$ cat config.mk
export PLATFORM = sky130hd
export DESIGN_NAME = fifo_burst_reader
export DESIGN_NICKNAME = d
export VERILOG_FILES = /design/src/rtl/fifo_burst_reader.sv
export SDC_FILE = /design/constraint.sdc
export NUM_CORES = 1
export LEC_CHECK = 0
export ABC_AREA = 0
export BUFFER_PORTS_ARGS = -buffer_cell sky130_fd_sc_hd__buf_2
export CAP_MARGIN = 25
export CORE_MARGIN = 4
export CORE_UTILIZATION = 45
export DETAILED_ROUTE_END_ITERATION = 8
export GPL_ROUTABILITY_DRIVEN = 0
export PLACE_DENSITY = 0.7
export SYNTH_ARGS = -nofsm -noshare
export SYNTH_HDL_FRONTEND = slang
export SYNTH_SLANG_ARGS = --single-unit
$ cat constraint.sdc
create_clock -name clk -period 2.75 [get_ports clk]
set_clock_uncertainty 0.15 [all_clocks]
set_input_delay 0.275 -clock clk [delete_from_list [all_inputs] [get_ports clk]]
set_output_delay 0.275 -clock clk [all_outputs]
set_load 0.02 [all_outputs]
$ cat src/rtl/fifo_burst_reader.sv
// Burst reader: pops a FWFT FIFO into a one-entry valid/ready output register in bursts of burst_len.
// Optional idle-timeout flush is built when FIFO_RD_TIMEOUT_EN is defined.
module fifo_burst_reader #(
   parameter int DATA_WIDTH     = 4,
   parameter int ADDR_WIDTH     = 4,
   parameter int TIMEOUT_CYCLES = 64
) (
   input  logic                  clk,
   input  logic                  reset,
   input  logic                  fifo_empty,
   input  logic [ADDR_WIDTH+1:0] fifo_word_count,
   input  logic [DATA_WIDTH-1:0] fifo_r_data,
   output logic                  fifo_rd,
   input  logic [ADDR_WIDTH:0]   burst_len,
   input  logic                  flush,
   output logic [DATA_WIDTH-1:0] m_data,
   output logic                  m_valid,
   input  logic                  m_ready,
   output logic                  m_last,
   output logic                  busy,
   output logic [7:0]            burst_cnt
);

   typedef enum logic {IDLE, BURST} state_t;

   state_t                state, state_nx;
   logic [ADDR_WIDTH:0]   remaining, remaining_nx;
   logic [ADDR_WIDTH:0]   eff_len, start_beats;
   logic                  flush_pending, flush_pending_nx;
   logic                  start, timeout_hit, beat_done;

   assign eff_len   = (burst_len == '0) ? (ADDR_WIDTH+1)'(1) : burst_len;
   assign beat_done = m_valid & m_ready & m_last;
   assign busy      = (state == BURST);

`ifdef FIFO_RD_TIMEOUT_EN
   localparam int TO_W = $clog2(TIMEOUT_CYCLES + 1);
   logic [TO_W-1:0] to_cnt;

   // Hitting the threshold starts the short burst in the same cycle, like a pending flush.
   assign timeout_hit = (state == IDLE) && !fifo_empty && (to_cnt >= TO_W'(TIMEOUT_CYCLES - 1));

   always_ff @(posedge clk or negedge reset) begin
      if (!reset)
         to_cnt <= '0;
      else if ((state == IDLE) && !fifo_empty && !start)
         to_cnt <= to_cnt + 1'b1;
      else
         to_cnt <= '0;
   end
`else
   assign timeout_hit = 1'b0;
`endif

   always_comb begin
      state_nx         = state;
      remaining_nx     = remaining;
      flush_pending_nx = flush_pending | flush;
      start            = 1'b0;
      fifo_rd          = 1'b0;
      start_beats      = eff_len;
      if (fifo_word_count < {1'b0, eff_len})
         start_beats = fifo_word_count[ADDR_WIDTH:0];

      case (state)
         IDLE: begin
            if (fifo_word_count >= {1'b0, eff_len}) begin
               start        = 1'b1;
               state_nx     = BURST;
               remaining_nx = start_beats;
            end else if ((flush_pending || timeout_hit) && !fifo_empty) begin
               start            = 1'b1;
               state_nx         = BURST;
               remaining_nx     = start_beats;
               flush_pending_nx = flush;
            end else if (flush_pending && fifo_empty) begin
               flush_pending_nx = flush;
            end
         end
         BURST: begin
            fifo_rd = (remaining != '0) && !fifo_empty && (!m_valid || m_ready);
            if (fifo_rd)
               remaining_nx = remaining - 1'b1;
            if (beat_done)
               state_nx = IDLE;
         end
         default: state_nx = IDLE;
      endcase
   end

   always_ff @(posedge clk or negedge reset) begin
      if (!reset) begin
         state         <= IDLE;
         remaining     <= '0;
         flush_pending <= 1'b0;
         m_data        <= '0;
         m_valid       <= 1'b0;
         m_last        <= 1'b0;
         burst_cnt     <= '0;
      end else begin
         state         <= state_nx;
         remaining     <= remaining_nx;
         flush_pending <= flush_pending_nx;
         if (fifo_rd) begin
            m_data  <= fifo_r_data;
            m_valid <= 1'b1;
            m_last  <= (remaining == (ADDR_WIDTH+1)'(1));
         end else if (m_valid && m_ready) begin
            m_valid <= 1'b0;
            m_last  <= 1'b0;
         end
         if ((state == BURST) && beat_done)
            burst_cnt <= burst_cnt + 8'd1;
      end
   end

endmodule
== Word-level counts from Yosys, hierarchy flattened ==
Index checks and enable logic that the tools add are counted.

* Register bits: 21
* Bits in latches: 0
* Memory bits (writable): 0
* ROM bits: 0
* Bits of input ports: 20
* Output and inout bits: 16
* Word-level logic and storage cells: 49
* Memories: 0

* Add/sub/neg operators: 2
* $mul: 0
* Divide/modulo/power cells: 0
* Magnitude comparators: 2
* Eq/ne operators: 3
* Shift operators: 0
* Muxes and demuxes: 18
* Bitwise gates (word level): 4
* Reductions and logical operators: 13

{| class="wikitable"
|+ Operator list
! operator !! count
|-
| 5-bit 2-to-1 mux || 5
|-
| 1-bit 2-to-1 mux || 11
|-
| 5-bit one-hot mux with 2 select lines || 1
|-
| 8-bit by 1-bit adder with 8-bit output, second input constant || 1
|-
| 6-bit by 5-bit >= comparator with 1-bit output || 1
|-
| 1-bit logical AND || 6
|-
| 6-bit by 5-bit less-than comparator with 1-bit output || 1
|-
| 5-bit by 1-bit equality test with 1-bit output, second input constant || 1
|-
| 5-bit zero test || 1
|-
| 5-bit nonzero test || 1
|-
| 5-bit by 1-bit subtractor with 5-bit output, second input constant || 1
|-
| 3-bit inequality test, second input constant || 1
|-
| 1-bit bitwise AND || 2
|-
| 1-bit zero test || 2
|-
| 2-bit by 1-bit inequality test with 1-bit output, second input constant || 1
|-
| 1-bit one-hot mux with 2 select lines || 1
|-
| 2-bit AND reduction || 1
|-
| 2-bit nonzero test || 1
|-
| 1-bit logical OR || 1
|-
| 1-bit NOT || 1
|-
| 1-bit OR || 1
|}

== Logic depth before layout (Yosys ltp) ==
* Depth in word-level cells: 7
* Depth in mapped cells: 9
* Depth with buffers taken out: 8

== Worst setup path after synthesis ==
OpenSTA, ideal clock, no wires.

* Path kind: input-to-reg
* Start point: input burst_len[2]
* End point: register remaining[3]
* Setup time: 0.125 ns
* Arrival: 1.711 ns
* Required time: 2.475 ns
* Path slack: 0.764 ns
* Stages: 8
* Buffers on the path: 0
* Path through: inv_1 -> a41o_1 -> ha_1 -> nand2b_1 -> a21oi_1 -> o21ai_0 -> a21oi_2 -> mux2_2

* Longest elaborated chain between the ends: 7
* Elaborated cells between the ends (all ways): 10
* Classes of those cells: order compare: 2; eq/ne: 1; mux: 5; reduce/logical: 2

{| class="wikitable"
|+ Ends and longest elaborated chain
! item !! RTL line !! RTL
|-
| start: declaration || 14 || <nowiki>input logic [ADDR_WIDTH:0] burst_len,</nowiki>
|-
| 5-bit zero test || 32 || <nowiki>assign eff_len = (burst_len == '0) ? (ADDR_WIDTH+1)'(1) : burst_len;</nowiki>
|-
| 5-bit 2-to-1 mux (*) || 32 ||
|-
| 6-bit by 5-bit less-than comparator with 1-bit output || 62 || <nowiki>if (fifo_word_count < {1'b0, eff_len})</nowiki>
|-
| 5-bit 2-to-1 mux || 62 ||
|-
| 5-bit 2-to-1 mux || 71 || <nowiki>end else if ((flush_pending || timeout_hit) && !fifo_empty) begin</nowiki>
|-
| 5-bit 2-to-1 mux || 67 || <nowiki>if (fifo_word_count >= {1'b0, eff_len}) begin</nowiki>
|-
| 5-bit one-hot mux with 2 select lines || 65 || <nowiki>case (state)</nowiki>
|-
| end signal: assignment || 102 || <nowiki>remaining <= remaining_nx;</nowiki>
|-
| end: declaration || 27 || <nowiki>logic [ADDR_WIDTH:0] remaining, remaining_nx;</nowiki>
|}

Mark *: on every way between the ends. The rest lies on a longest branch, timed or not. The select of a mux whose other input is x is not followed.
A chain may end at the register's enable or synchronous reset.

== Worst setup path in the final report ==
* Start point: register state (netlist: busy)
* End point: output fifo_rd

* Longest elaborated chain between the ends: 1

{| class="wikitable"
|+ Ends and longest elaborated chain
! item !! RTL line !! RTL
|-
| start: declaration || 26 || <nowiki>state_t state, state_nx;</nowiki>
|-
| start signal: assignment || 101 || <nowiki>state <= state_nx;</nowiki>
|-
| 1-bit 2-to-1 mux || 65 ||
|-
| end: declaration || 13 || <nowiki>output logic fifo_rd,</nowiki>
|}

No other way between the ends.

==> run metrics <==
outcome=finished, final reports clean; NumNets Final=about 200; worst-case reg-to-reg path depth=6; die height=61.6 um; fraction of registers with async set/reset=1.00; worst hold path class=in2reg; DR WL/cell=13.0 um; startpoint types=flip-flop; Final Setup Violations=0; Worst Max-Slew Pin Slew=0.454 ns; Die ar.=around 3800 sq um; worst r2r src=busy$_DFF_PN0_; vias post-DR=1059; Final min period=roughly 2.4 ns; Critical Path End=fifo_rd; core area=2760 sq um; Initial Util=0.468; antenna violations before repair=0; share of the yosys chip area belonging to registers=0.407; WL final=around 2600 um; top cell type by total area after synthesis=dfrtp_1; hold slack=0.0221 ns; Post-DRT Antenna Nets=0; Top delay family on crit path=buffers and inverters; mean post-synth cell area=10.1 sq um; setup_tns=0 ns; maximum VDD drop=between 0.3 and 0.4 mV; share of the synthesized area in the top cell type=0.407; clk slew on worst S/H paths=0.10 ns; fin crit share=0.864; vias per cell=5.38; CTS max path bufs=2; Yosys cell types=35; Crit path depth=4; Worst slew margin=0.697; critical path type=reg2out; Antenna Cells=0; GRT Resource Usage Total=0.151; DR DRC count=0; global route overflow=0; RSZ-0062 raised after global routing=false; Initial DRC Count=70; CTS resizes=0; Buf/Inv on CP=3; Critical-path top delay cell=dfrtp_1; pin count of the biggest net entering global routing=22; IO Port Bufs=35; top-level I/O count=36; top cells by area, synth=dfrtp_1, ha_1, mux2_2; Worst Setup SP=busy$_DFF_PN0_; Worst Path Required=approximately 2.3 ns; crit path DAT=1.95 ns; final hold viol count=0; Reg2Reg Capture Point=remaining[2]$_DFFE_PN0P_; synthesized flop and latch total=21; total CTS buffers=3; Yosys Warn Count=0; post-route insts no fill=197; crit-path max FO=12; CTS tree=built; Synth Instances=128; DR pass1 iterations=4; Leak=0.000779 uW; Max Slew Vio Count=0; PwrDens=~600 nW/um^2; clk sink count=21; vias in the first global route=1042; top_reg_cell synth=dfrtp_1; Inst Count DP=about 190; layout cells sized above 1=0.307; CTS Root Buffer Type=clkbuf_4; worst-path cell chain=inv_1 -> nor4_4 -> buf_4 -> buf_2; die width=61.6 um; hpwl dp=2160 um; CTS HTree Levels=1; Area Growth Syn to Fin=17.8%; num rows=19; Worst-Skew Late Latency=approximately 0.28 ns; f_max=421 MHz; Mapped Nets=157; EDFF count, synth=0; first-pass GRT wire length=4320 um; Crit. End Element=output port; Max-Cap Viols=0; setup slack, reg-to-reg=0.50 ns; crit-path max cell delay=0.56 ns; Synth Cell Area=between 1000 and 1500 sq um
==> metrics by stage <==
stage	total power [uW]	setup WS, ns	utilization	area, sq um
2_1_floorplan	677	0.764	-	1290
3_3_place_gp	769	0.572	0.539	1490
3_5_place_dp	780	0.516	0.539	1490
4_1_cts	920	0.365	0.552	1520
5_1_grt	982	0.229	0.552	1520
6_report	909	0.373	0.552	1520
==> metal layers <==
layer  global-route usage  wire [um]  up-vias
li1                     -          -      521
met1                0.173       1040      505
met2                0.287       1360       31
met3               0.0189        140        2
met4               0.0455         27        0
met5                    0          0        -
==> cell type report <==
class	count	area, sq um
clock buffer	4	26.3
sequential	21	526
tap	31	38.8
inverter	11	41.3
timing repair buffer	37	193
multi-input combinational	93	697
fill	275	1240
==> cell usage after synthesis (2+ instances only) <==
| cell type | n |
|---|---|
| dfrtp_1 | 21 |
| nand2_1 | 16 |
| inv_1 | 11 |
| ha_1 | 9 |
| xnor2_1 | 7 |
| mux2_2 | 6 |
| nand2b_1 | 5 |
| nand3_1 | 5 |
| a21oi_1 | 4 |
| mux2i_1 | 4 |
| o211ai_1 | 4 |
| o21ai_0 | 4 |
| nand4_1 | 3 |
| nor2_1 | 3 |
| xor2_1 | 3 |
| buf_6 | 2 |
| nor3_1 | 2 |
| or2_2 | 2 |
==> state kept, by name, indices dropped and copies added, names as in the netlist <==
register / flops
remaining: 5
m_last: 1
flush_pending: 1
m_data: 4
burst_cnt: 8
busy: 1
m_valid: 1
==> cell usage in the layout, fill, tap and decap left out, drive strengths merged, types with 2 or more instances in the layout <==
master  Yosys  layout
buf         3      36
dfrtp      21      21
nand2      16      16
inv        11      11
ha          9       9
xnor2       7       7
mux2        6       6
nand2b      5       5
nand3       5       5
a21oi       5       5
o21ai       5       5
o211ai      4       4
mux2i       4       4
clkbuf      0       4
nor2        3       3
xor2        3       3
nand4       3       3
nor3        2       2
or2         2       2
==> power by group <==
group	internal (uW)	switching (uW)
registers	369	67.8
clock network	56.3	81.0
logic	160	175
total	585	324
==> worst reg2reg max path, delay by kind of cell, from the launching register on <==
family / cells / cell delay (ns)
AND/OR/NAND/NOR: 1 / 0.46
flip-flops: 1 / 0.56
buffers and inverters: 3 / 0.55
AO/OA/AOI/OAI: 2 / 0.42
==> kinds of logic after synthesis <==
family,Yosys count,synth area share
AND/OR/NAND/NOR,44,0.194
flip-flops,21,0.407
AO/OA/AOI/OAI,20,0.108
buffers and inverters,14,0.0533
XOR/XNOR,10,0.0678
multiplexers,10,0.0833
adder cells (fa/ha/maj),9,0.0872
==> how the worst min path moves through the flow <==
stage / from / end / cells past startpoint
2_1_floorplan: reset / burst_cnt[0]$_DFFE_PN0P_ / 0
3_3_place_gp: reset / burst_cnt[0]$_DFFE_PN0P_ / 1
3_5_place_dp: reset / burst_cnt[0]$_DFFE_PN0P_ / 1
4_1_cts: flush / flush_pending$_DFF_PN0_ / 2
5_1_grt: flush / flush_pending$_DFF_PN0_ / 2
6_report: flush / flush_pending$_DFF_PN0_ / 2
==> what timing repair did <==
action                                 CTS  global route
buffers inserted                         0             0
hold buffers                             1             0
endpoints found under the hold margin   21             0
Power figures use the tool's default switching activity.
